==> src/rtl/uart_link_pkg.sv <==
// Shared types and constants for the uart_link transceiver.
package uart_link_pkg;

    localparam int unsigned UART_DATA_BITS = 8;

    typedef enum logic [1:0] {IDLE, START, DATA, STOP} uart_state_t;

    // Bit period in clock cycles, truncated.
    function automatic int unsigned calc_div(input int unsigned clk_freq, input int unsigned baud);
        return clk_freq / baud;
    endfunction

endpackage

==> src/rtl/uart_link_if.sv <==
// Holding-register handshake between uart_link and the control unit.
interface uart_link_if;
    import uart_link_pkg::*;

    logic [UART_DATA_BITS-1:0] data_in;
    logic                      wen;
    logic                      txrdy;
    logic [UART_DATA_BITS-1:0] data_out;
    logic                      oen;
    logic                      rxrdy;
    logic                      framing_err;
    logic                      overflow;

    modport master (
        output data_in, wen, oen,
        input  txrdy, data_out, rxrdy, framing_err, overflow
    );

    modport slave (
        input  data_in, wen, oen,
        output txrdy, data_out, rxrdy, framing_err, overflow
    );

endinterface

==> src/rtl/uart_link_rx_fsm.sv <==
// Receive side: rx synchroniser, 8N1 deframing FSM and shift register.
module uart_rx_fsm
    import uart_link_pkg::*;
#(
    parameter int unsigned DIV = 10
) (
    input  logic                      clk,
    input  logic                      rst,
    input  logic                      i_rx,
    output logic                      o_done,
    output logic [UART_DATA_BITS-1:0] o_byte,
    output logic                      o_stop
);

    localparam int unsigned CW = $clog2(DIV);
    localparam int unsigned BW = $clog2(UART_DATA_BITS);
    localparam logic [CW-1:0] CNT_LAST  = CW'(DIV - 1);
    localparam logic [CW-1:0] HALF_LAST = CW'(DIV / 2 - 1);
    localparam logic [BW-1:0] BIT_LAST  = BW'(UART_DATA_BITS - 1);

    logic                      r_sync1, r_sync2, r_rx_d;
    uart_state_t               r_state, w_state_nx;
    logic [CW-1:0]             r_cnt;
    logic [BW-1:0]             r_bit;
    logic [UART_DATA_BITS-1:0] r_shift;
    logic                      w_rx_s, w_cnt_clr, w_shift_en, w_done;

    assign w_rx_s = r_sync2;

    always_comb begin
        w_state_nx = r_state;
        w_cnt_clr  = 1'b0;
        w_shift_en = 1'b0;
        w_done     = 1'b0;
        case (r_state)
            IDLE: begin
                w_cnt_clr = 1'b1;
                if (!w_rx_s && r_rx_d) w_state_nx = START;
            end
            START: begin
                // Mid start bit: a line back high is treated as a glitch.
                if (r_cnt == HALF_LAST) begin
                    w_cnt_clr  = 1'b1;
                    w_state_nx = w_rx_s ? IDLE : DATA;
                end
            end
            DATA: begin
                if (r_cnt == CNT_LAST) begin
                    w_cnt_clr  = 1'b1;
                    w_shift_en = 1'b1;
                    if (r_bit == BIT_LAST) w_state_nx = STOP;
                end
            end
            STOP: begin
                if (r_cnt == CNT_LAST) begin
                    w_cnt_clr  = 1'b1;
                    w_done     = 1'b1;
                    w_state_nx = IDLE;
                end
            end
            default: w_state_nx = IDLE;
        endcase
    end

    always_ff @(posedge clk or posedge rst) begin
        if (rst) begin
            r_sync1 <= 1'b1;
            r_sync2 <= 1'b1;
            r_rx_d  <= 1'b1;
            r_state <= IDLE;
            r_cnt   <= '0;
            r_bit   <= '0;
            r_shift <= '0;
        end else begin
            r_sync1 <= i_rx;
            r_sync2 <= r_sync1;
            r_rx_d  <= w_rx_s;
            r_state <= w_state_nx;
            r_cnt   <= w_cnt_clr ? '0 : r_cnt + 1'b1;
            if (r_state != DATA)
                r_bit <= '0;
            else if (w_shift_en)
                r_bit <= r_bit + 1'b1;
            if (w_shift_en)
                r_shift <= {w_rx_s, r_shift[UART_DATA_BITS-1:1]};
        end
    end

    assign o_done = w_done;
    assign o_byte = r_shift;
    assign o_stop = w_rx_s;

endmodule

==> src/rtl/uart_link.sv <==
// 8N1 UART transceiver with holding-register handshake for the control unit.
module uart_link
    import uart_link_pkg::*;
#(
    parameter int unsigned CLK_FREQ = 50_000_000,
    parameter int unsigned BAUD     = 115200
) (
    input  logic      clk,
    input  logic      rst,
    input  logic      rx,
    output logic      tx,
    uart_link_if.slave bus
);

    localparam int unsigned DIV = calc_div(CLK_FREQ, BAUD);
    localparam int unsigned CW  = $clog2(DIV);
    localparam int unsigned BW  = $clog2(UART_DATA_BITS);
    localparam logic [CW-1:0] CNT_LAST = CW'(DIV - 1);
    localparam logic [BW-1:0] BIT_LAST = BW'(UART_DATA_BITS - 1);

    uart_state_t               r_tx_state, w_tx_state_nx;
    logic [CW-1:0]             r_tx_cnt;
    logic [BW-1:0]             r_tx_bit;
    logic [UART_DATA_BITS-1:0] r_hold, r_shift;
    logic                      r_hold_full;
    logic                      w_load, w_cnt_done, w_tx, w_accept;

    logic [UART_DATA_BITS-1:0] r_data_out;
    logic                      r_rxrdy, r_fe, r_ov;
    logic                      w_rx_done, w_rx_stop;
    logic [UART_DATA_BITS-1:0] w_rx_byte;

    assign w_cnt_done = (r_tx_cnt == CNT_LAST);
    assign w_accept   = bus.wen && !r_hold_full;

    always_comb begin
        w_tx_state_nx = r_tx_state;
        w_load        = 1'b0;
        w_tx          = 1'b1;
        case (r_tx_state)
            IDLE: begin
                if (r_hold_full) begin
                    w_load        = 1'b1;
                    w_tx_state_nx = START;
                end
            end
            START: begin
                w_tx = 1'b0;
                if (w_cnt_done) w_tx_state_nx = DATA;
            end
            DATA: begin
                w_tx = r_shift[0];
                if (w_cnt_done && r_tx_bit == BIT_LAST) w_tx_state_nx = STOP;
            end
            STOP: begin
                if (w_cnt_done) w_tx_state_nx = IDLE;
            end
            default: w_tx_state_nx = IDLE;
        endcase
    end

    always_ff @(posedge clk or posedge rst) begin
        if (rst) begin
            r_tx_state  <= IDLE;
            r_tx_cnt    <= '0;
            r_tx_bit    <= '0;
            r_hold      <= '0;
            r_shift     <= '0;
            r_hold_full <= 1'b0;
        end else begin
            r_tx_state <= w_tx_state_nx;
            r_tx_cnt   <= (r_tx_state == IDLE || w_cnt_done) ? '0 : r_tx_cnt + 1'b1;
            if (r_tx_state != DATA)
                r_tx_bit <= '0;
            else if (w_cnt_done)
                r_tx_bit <= r_tx_bit + 1'b1;
            if (w_load)
                r_shift <= r_hold;
            else if (r_tx_state == DATA && w_cnt_done)
                r_shift <= r_shift >> 1;
            if (w_accept) begin
                r_hold      <= bus.data_in;
                r_hold_full <= 1'b1;
            end else if (w_load) begin
                r_hold_full <= 1'b0;
            end
        end
    end

    uart_rx_fsm #(.DIV(DIV)) u_rx (
        .clk    (clk),
        .rst    (rst),
        .i_rx   (rx),
        .o_done (w_rx_done),
        .o_byte (w_rx_byte),
        .o_stop (w_rx_stop)
    );

    // A read in the delivery cycle frees the register for the new byte.
    always_ff @(posedge clk or posedge rst) begin
        if (rst) begin
            r_data_out <= '0;
            r_rxrdy    <= 1'b0;
            r_fe       <= 1'b0;
            r_ov       <= 1'b0;
        end else begin
            if (w_rx_done)
                r_rxrdy <= 1'b1;
            else if (bus.oen)
                r_rxrdy <= 1'b0;
            if (w_rx_done && (!r_rxrdy || bus.oen))
                r_data_out <= w_rx_byte;
            r_fe <= (r_fe & ~bus.oen) | (w_rx_done & ~w_rx_stop);
            r_ov <= (r_ov & ~bus.oen) | (w_rx_done & r_rxrdy & ~bus.oen);
        end
    end

    assign tx              = w_tx;
    assign bus.txrdy       = !r_hold_full;
    assign bus.data_out    = r_data_out;
    assign bus.rxrdy       = r_rxrdy;
    assign bus.framing_err = r_fe;
    assign bus.overflow    = r_ov;

endmodule

==> src/flat_wrapper.sv <==
// flat-port wrapper written by rule: the top's interface ports become plain ports
module uart_link_flat import uart_link_pkg::*;
#(
    parameter int unsigned CLK_FREQ = 50_000_000,
    parameter int unsigned BAUD     = 115200
)
  (clk, rst, rx, tx, bus_data_in, bus_wen, bus_oen, bus_txrdy, bus_data_out, bus_rxrdy, bus_framing_err, bus_overflow);
  uart_link_if bus_i ();
  input  logic clk;
  input  logic rst;
  input  logic rx;
  output logic tx;
  input wire logic [$bits(bus_i.data_in)-1:0] bus_data_in;
  input wire logic [$bits(bus_i.wen)-1:0] bus_wen;
  input wire logic [$bits(bus_i.oen)-1:0] bus_oen;
  output wire logic [$bits(bus_i.txrdy)-1:0] bus_txrdy;
  output wire logic [$bits(bus_i.data_out)-1:0] bus_data_out;
  output wire logic [$bits(bus_i.rxrdy)-1:0] bus_rxrdy;
  output wire logic [$bits(bus_i.framing_err)-1:0] bus_framing_err;
  output wire logic [$bits(bus_i.overflow)-1:0] bus_overflow;
  assign bus_i.data_in = bus_data_in;
  assign bus_i.wen = bus_wen;
  assign bus_i.oen = bus_oen;
  assign bus_txrdy = bus_i.txrdy;
  assign bus_data_out = bus_i.data_out;
  assign bus_rxrdy = bus_i.rxrdy;
  assign bus_framing_err = bus_i.framing_err;
  assign bus_overflow = bus_i.overflow;
  uart_link #(.CLK_FREQ(CLK_FREQ), .BAUD(BAUD)) u_core (.clk(clk), .rst(rst), .rx(rx), .tx(tx), .bus(bus_i));
endmodule
==> config.mk <==
export PLATFORM = sky130hd
export DESIGN_NAME = uart_link_flat
export DESIGN_NICKNAME = d
export VERILOG_FILES = /design/src/rtl/uart_link_pkg.sv /design/src/rtl/uart_link_if.sv /design/src/rtl/uart_link_rx_fsm.sv /design/src/rtl/uart_link.sv /design/src/flat_wrapper.sv
export SDC_FILE = /design/constraint.sdc
export NUM_CORES = 1
export LEC_CHECK = 0
export BUFFER_PORTS_ARGS = -buffer_cell sky130_fd_sc_hd__buf_4
export CAP_MARGIN = 20
export CORE_MARGIN = 1
export CORE_UTILIZATION = 55
export CTS_BUF_LIST = sky130_fd_sc_hd__clkbuf_4
export DETAILED_ROUTE_END_ITERATION = 8
export PLACE_DENSITY = 0.77
export SYNTH_ARGS = -nofsm -noshare
export SYNTH_HDL_FRONTEND = slang
export SYNTH_HIERARCHICAL = 1
export SYNTH_SLANG_ARGS = --single-unit
==> constraint.sdc <==
create_clock -name clk -period 2.02 [get_ports clk]
set_clock_uncertainty 0.1 [all_clocks]
set_input_delay 0.404 -clock clk [delete_from_list [all_inputs] [get_ports clk]]
set_output_delay 0.404 -clock clk [all_outputs]
set_load 0.02 [all_outputs]
-- After elaboration in Yosys (flattened, before gate mapping)
Index checks and enable logic that the tools add are counted.
- bits in registers: 67
- bits of input ports: 13
- output and inout bits: 13
- reductions and logical operators: 20
- $add $sub $neg: 4
- bitwise operators: 9
- mux-type cells: 32
- equal/unequal tests: 22
- operator list (cell ; count):
    2-bit 2-to-1 mux ; 10
    9-bit by 1-bit adder with 9-bit output, second input constant ; 2
    9-bit == test, second input constant ; 2
    9-bit 2-to-1 mux ; 2
    8-bit 2-to-1 mux ; 2
    2-bit one-hot mux with 4 select lines ; 2
    2-bit inequality test, second input constant ; 7
    3-bit 2-to-1 mux ; 4
    1-bit 2-to-1 mux ; 10
    2-bit nonzero test ; 5
    9-bit by 8-bit == test with 1-bit output, second input constant ; 1
    2-bit == test, second input constant ; 4
    2-bit by 1-bit inequality test with 1-bit output, second input constant ; 4
    3-bit by 1-bit adder with 3-bit output, second input constant ; 2
    3-bit == test, second input constant ; 2
    1-bit bitwise AND ; 5
    1-bit logical AND ; 5
    5-bit AND reduction ; 1
    2-bit by 1-bit == test with 1-bit output, second input constant ; 2
    2-bit zero test ; 2
    4-bit AND reduction ; 1
    1-bit zero test ; 3
    1-bit one-hot mux with 3 select lines ; 1
    1-bit logical OR ; 2
    4 further kinds ; 6

-- Logic depth before layout (Yosys ltp)
- depth in word-level cells: 6
- mapped depth: 9
- gate-level depth less buffers: 6

-- Cells and area by module
The synthesis kept the hierarchy.
- by module, submodules not included (module ; area an instance (um2) ; seq. area each (um2) ; times used ; cells each):
    uart_link ; 1950.6 ; 1051.0 ; 1 ; 169
    uart_rx_fsm ; 1136.1 ; 629.4 ; 1 ; 90

-- Worst setup path after synthesis
Ideal clock, no wire load.
- path type: register -> register
- start point: register u_core.u_rx.r_cnt[3]
- end point: register u_core.r_data_out[0], in the netlist u_core/bus.data_out[0]
- period minus slack after synthesis: 1912 ps
- stages on the path, launching flop included: 6
- setup time: 125 ps
- path slack: 108 ps
- arrival: 1687 ps
- cells stage by stage: dfrtp_1 > and4bb_1 > nand4_4 > nor2_1 > nand2_1 > mux2_2
- word-level cells in the longest chain between the ends: 4
- RTL lines (element ; RTL line ; RTL):
    start: declaration ; uart_link_rx_fsm.sv:23 ; logic [CW-1:0] r_cnt;
    start signal: assignment ; uart_link_rx_fsm.sv:79 ; r_cnt <= w_cnt_clr ? '0 : r_cnt + 1'b1;
    9-bit == test ; uart_link_rx_fsm.sv:55 ; if (r_cnt == CNT_LAST) begin
    1-bit 2-to-1 mux ; uart_link_rx_fsm.sv:55 ;
    1-bit 2-to-1 mux ; uart_link_rx_fsm.sv:35 ; case (r_state)
    named net u_core.w_rx_done ; uart_link.sv:30 ; logic w_rx_done, w_rx_stop;
    1-bit logical AND ; uart_link.sv:111 ; if (w_rx_done && (!r_rxrdy || bus.oen))
    end signal: assignment ; uart_link.sv:112 ; r_data_out <= w_rx_byte;
    end: declaration ; uart_link.sv:28 ; logic [UART_DATA_BITS-1:0] r_data_out;
The timed path passes the listed nets, and every way through them passes these cells.
A chain may end at the register's enable or synchronous reset.

-- Worst setup path in the final report
- start point: register u_core.r_tx_state[0]
- end point: output port tx
- word-level cells in the longest chain between the ends: 2
- elaborated cells between the ends (all ways): 3
- RTL lines (element ; RTL line ; RTL):
    start: declaration ; uart_link.sv:21 ; uart_state_t r_tx_state, w_tx_state_nx;
    start signal: assignment ; uart_link.sv:71 ; r_tx_state <= w_tx_state_nx;
    2-bit == test / 2-bit by 1-bit == test with 1-bit output (equally long branches) ; uart_link.sv:40 ; case (r_tx_state)
    1-bit one-hot mux with 2 select lines * ; uart_link.sv:40 ;
    end: declaration ; flat_wrapper.sv:12 ; output logic tx;
Mark *: on every way between the ends. The rest lies on a longest branch, timed or not.

==> impl_metrics.py <==
metrics = {
    "outcome": {
        "run_status": "completed",
    },
    "setup_path": {
        "biggest_cell_delay_along_the_critical_path_ns": 0.42,
        "crit_path_max_fanout": 4,
        "path_class": "reg2out",
        "reg2regPathDepth": 5,
        "rr_startpoint": "u_core/u_rx/r_cnt[6]$_DFF_PP0_",
        "slowest_cell_on_the_critical_path": "sky130_fd_sc_hd__dfrtp_1",
        "worst_ep_required_time_ns": 1.52,
        "cells_along_the_critical_path": "buf_4 -> ha_1 -> a21oi_1 -> buf_4",
        "crit_path_frequent_cell": "sky130_fd_sc_hd__buf_4",
        "critical_path_arrival_ns": 1.46,
        "start_kind": "register",
        "timing.rr.end": "u_core/bus.data_out[7]$_DFFE_PP0P_",
        "end_kind": "output port",
        "ff2ff_setup_slack_ns": 0.22,
    },
    "yosys": {
        "synth_cells": 259,
        "yosysWarningCount": 6,
        "synth_largest_type_area_fraction_pct": 51.9,
        "synth.ff_latch_count": 67,
        "dominantRegCellSynth": "sky130_fd_sc_hd__dfrtp_1",
        "synthDistinctLibCells": 42,
        "yosys-top-cells-area": "sky130_fd_sc_hd__dfrtp_1, sky130_fd_sc_hd__mux2_2, sky130_fd_sc_hd__ha_1",
        "synth_edf_count": 0,
        "synth.most_common_cell": "sky130_fd_sc_hd__dfrtp_1",
        "async_flop_share_pct": 100,
        "synth.cell_area_sq_mm": 0.00309,
        "mappedNetlistNets": 286,
        "avgSynthCellArea_sq_um": 11.9,
        "synth_common_cells": "sky130_fd_sc_hd__dfrtp_1, sky130_fd_sc_hd__nor2_1, sky130_fd_sc_hd__mux2_2, sky130_fd_sc_hd__ha_1, sky130_fd_sc_hd__inv_1",
        "synth_seq_area_share_pct": 54.4,
        "synth_top_cell_by_area": "sky130_fd_sc_hd__dfrtp_1",
    },
    "drt": {
        "drt_iter0_drc": 94,
        "avgRoutedWirePerCell_um": 13.2,
        "detail_route.first_pass.iterations": 4,
        "routed_wl_mm": 4.97,
        "via_count": 1977,
        "vias_per_cell": 5.26,
        "detail_route.drc_violations": 0,
        "drtAntennaViolNets": 0,
    },
    "clock_network": {
        "tritoncts": "done",
        "numCtsBuffers": 9,
        "clk_pin_slew_ns": 0.10,
        "cts_htree_levels": 3,
        "cts-root-buf": "sky130_fd_sc_hd__clkbuf_4",
        "clock_latency_ns": 0.39,
        "clock_tree_buf_depth": 2,
        "clock-sinks": 67,
    },
    "final_layout": {
        "design.final.nets": 328,
        "area_growth_syn_to_fin_pct": 14.6,
        "antenna-diode-count": 0,
        "drive_gt1_share_pct": 30.1,
        "layout.core_utilization_pct": 67.1,
        "final_area_sq_mm": 0.00354,
    },
    "floorplan": {
        "placement_rows": 26,
        "die_area_sq_mm": 0.00592,
        "coreArea_sq_mm": 0.00527,
        "die_w_um": 76.9,
        "ioPinCount": 26,
        "die_y_um": 76.9,
        "floorplan.initialDensity_pct": 58.6,
    },
    "timing": {
        "final_max_slew_violation_count": 0,
        "worst_pin_slew_ns": 0.527,
        "timing.setup.tns_ns": 0,
        "final_min_period_over_clock_period_pct": 97.4,
        "achievable-frequency_mhz": 508,
        "grt_setup_unrepaired": "false",
        "maxSlewHeadroom_pct": 64.9,
        "hold_slack_ns": 0.0761,
        "finalCriticalPeriod_ns": 1.97,
        "timing.final.hold_violations": 0,
        "finalSetupViolations": 0,
    },
    "placement": {
        "global_placement_routability_congestion": 0.840,
        "port-buffer-count": 25,
        "dpl-instance-area_sq_mm": 0.00338,
        "hpwl_mm": 3.41,
    },
    "worst_hold_path": {
        "hold_path_class": "in2reg",
        "holdPathStages": 2,
        "worstHoldEndpoint": "u_core/bus.overflow$_DFF_PP0_",
        "hold_start": "bus_oen",
    },
    "flow_run": {
        "cap_viol_max_count": 0,
    },
    "global_routing": {
        "global_route.overflow_total": 0,
        "first_global_vias": 1975,
        "global_route_wire_length_before_repair_mm": 8.81,
        "antenna_violations_before_repair": 0,
        "overall_track_demand_over_capacity_in_global_routing_pct": 19.3,
        "largest_net_degree_at_the_start_of_global_routing": 43,
    },
    "power": {
        "power_per_cell_area_mw_per_mm2": 1050,
        "power.leakage_uw": 0.00177,
        "peakVddDrop_mv": 0.581,
    },
}
## state kept, by name, indices dropped and copies added (netlist names), 2 cells and up, named ones only
| register | flops |
|---|---|
| u_core/u_rx/r_cnt | 9 |
| u_core/bus.data_out | 8 |
| u_core/r_tx_cnt | 9 |
| u_core/r_hold | 8 |
| u_core/r_tx_bit | 3 |
| u_core/r_shift | 8 |
| u_core/r_tx_state | 2 |
| u_core/u_rx/o_byte | 8 |
| u_core/u_rx/r_bit | 3 |
## cell usage in the layout, fill, tap and decap left out, types with 5 or more instances in the layout
| cell type | count |
|---|---|
| sky130_fd_sc_hd__a21oi_1 | 12 |
| sky130_fd_sc_hd__buf_4 | 34 |
| sky130_fd_sc_hd__clkbuf_4 | 11 |
| sky130_fd_sc_hd__dfrtp_1 | 63 |
| sky130_fd_sc_hd__ha_1 | 13 |
| sky130_fd_sc_hd__inv_1 | 12 |
| sky130_fd_sc_hd__mux2_2 | 24 |
| sky130_fd_sc_hd__mux2i_1 | 11 |
| sky130_fd_sc_hd__nand2_1 | 10 |
| sky130_fd_sc_hd__nand3_1 | 7 |
| sky130_fd_sc_hd__nand4_1 | 5 |
| sky130_fd_sc_hd__nor2_1 | 41 |
| sky130_fd_sc_hd__xnor2_1 | 8 |
| sky130_fd_sc_hd__xor2_1 | 8 |
## cell type report
cell class,instances,area (sq um)
tap,70,87.6
sequential,67,1680
multi-input combinational,173,1330
timing repair buffer,36,275
clock buffer,11,82.6
fill,409,1730
clock inverter,5,30.0
inverter,14,55.1
## layer usage
metal / GRT usage, % / part of all wire (%) / wire (um)
met5: 0 / 0 / 0
met4: 9.81 / 1.8 / 90
met3: 3.57 / 3.2 / 157
met2: 30.3 / 48 / 2360
met1: 25.6 / 47 / 2360
## worst max-delay path by stage
stage,startpoint,endpoint
3_5_place_dp,u_core/u_rx/r_cnt[6]$_DFF_PP0_,u_core/bus.data_out[0]$_DFFE_PP0P_
5_1_grt,u_core/r_tx_state[0]$_DFFE_PP0P_,tx
6_report,u_core/r_tx_state[0]$_DFFE_PP0P_,tx
2_1_floorplan,u_core/u_rx/r_cnt[3]$_DFF_PP0_,u_core/bus.data_out[0]$_DFFE_PP0P_
3_3_place_gp,u_core/u_rx/r_cnt[6]$_DFF_PP0_,u_core/u_rx/o_byte[4]$_DFFE_PP0P_
4_1_cts,u_core/r_tx_state[0]$_DFFE_PP0P_,tx
## power breakdown
group | switching, uW | internal [uW]
sequential | 255 | 1650
clock | 457 | 275
combinational | 560 | 510
## critical path, delay by kind of cell (launching register included)
| kind | cells | cell delay, ns |
|---|---|---|
| AO/OA/AOI/OAI | 1 | 0.13 |
| adder cells (fa/ha/maj) | 1 | 0.22 |
| buffers and inverters | 2 | 0.31 |
| flip-flops | 1 | 0.42 |
## repair_timing
action                                  4_1_cts  5_1_grt
gates cloned                                  0        0
buffers inserted                              1        0
hold buffers                                  2        0
hold endpoints to repair                     23        0
endpoints found under the setup margin        1        1
resized for setup                             3        3
## metrics by stage
step	instances	setup slack, ns	power, uW
2_1_floorplan	259	0.108	2680
3_3_place_gp	357	0.255	2900
3_5_place_dp	357	0.199	2950
4_1_cts	376	0.0217	3730
5_1_grt	376	0.000432	3990
6_report	376	0.0530	3700
## cells by family after synthesis
logic type / count (synthesis) / share of synthesized area (%)
multiplexers: 35 / 12.3
flip-flops: 67 / 54.4
adder cells (fa/ha/maj): 14 / 5.67
AND/OR/NAND/NOR: 86 / 15.4
buffers and inverters: 19 / 3.04
XOR/XNOR: 16 / 4.54
AO/OA/AOI/OAI: 22 / 4.62
No activity file was read; power rests on OpenSTA's default activity.
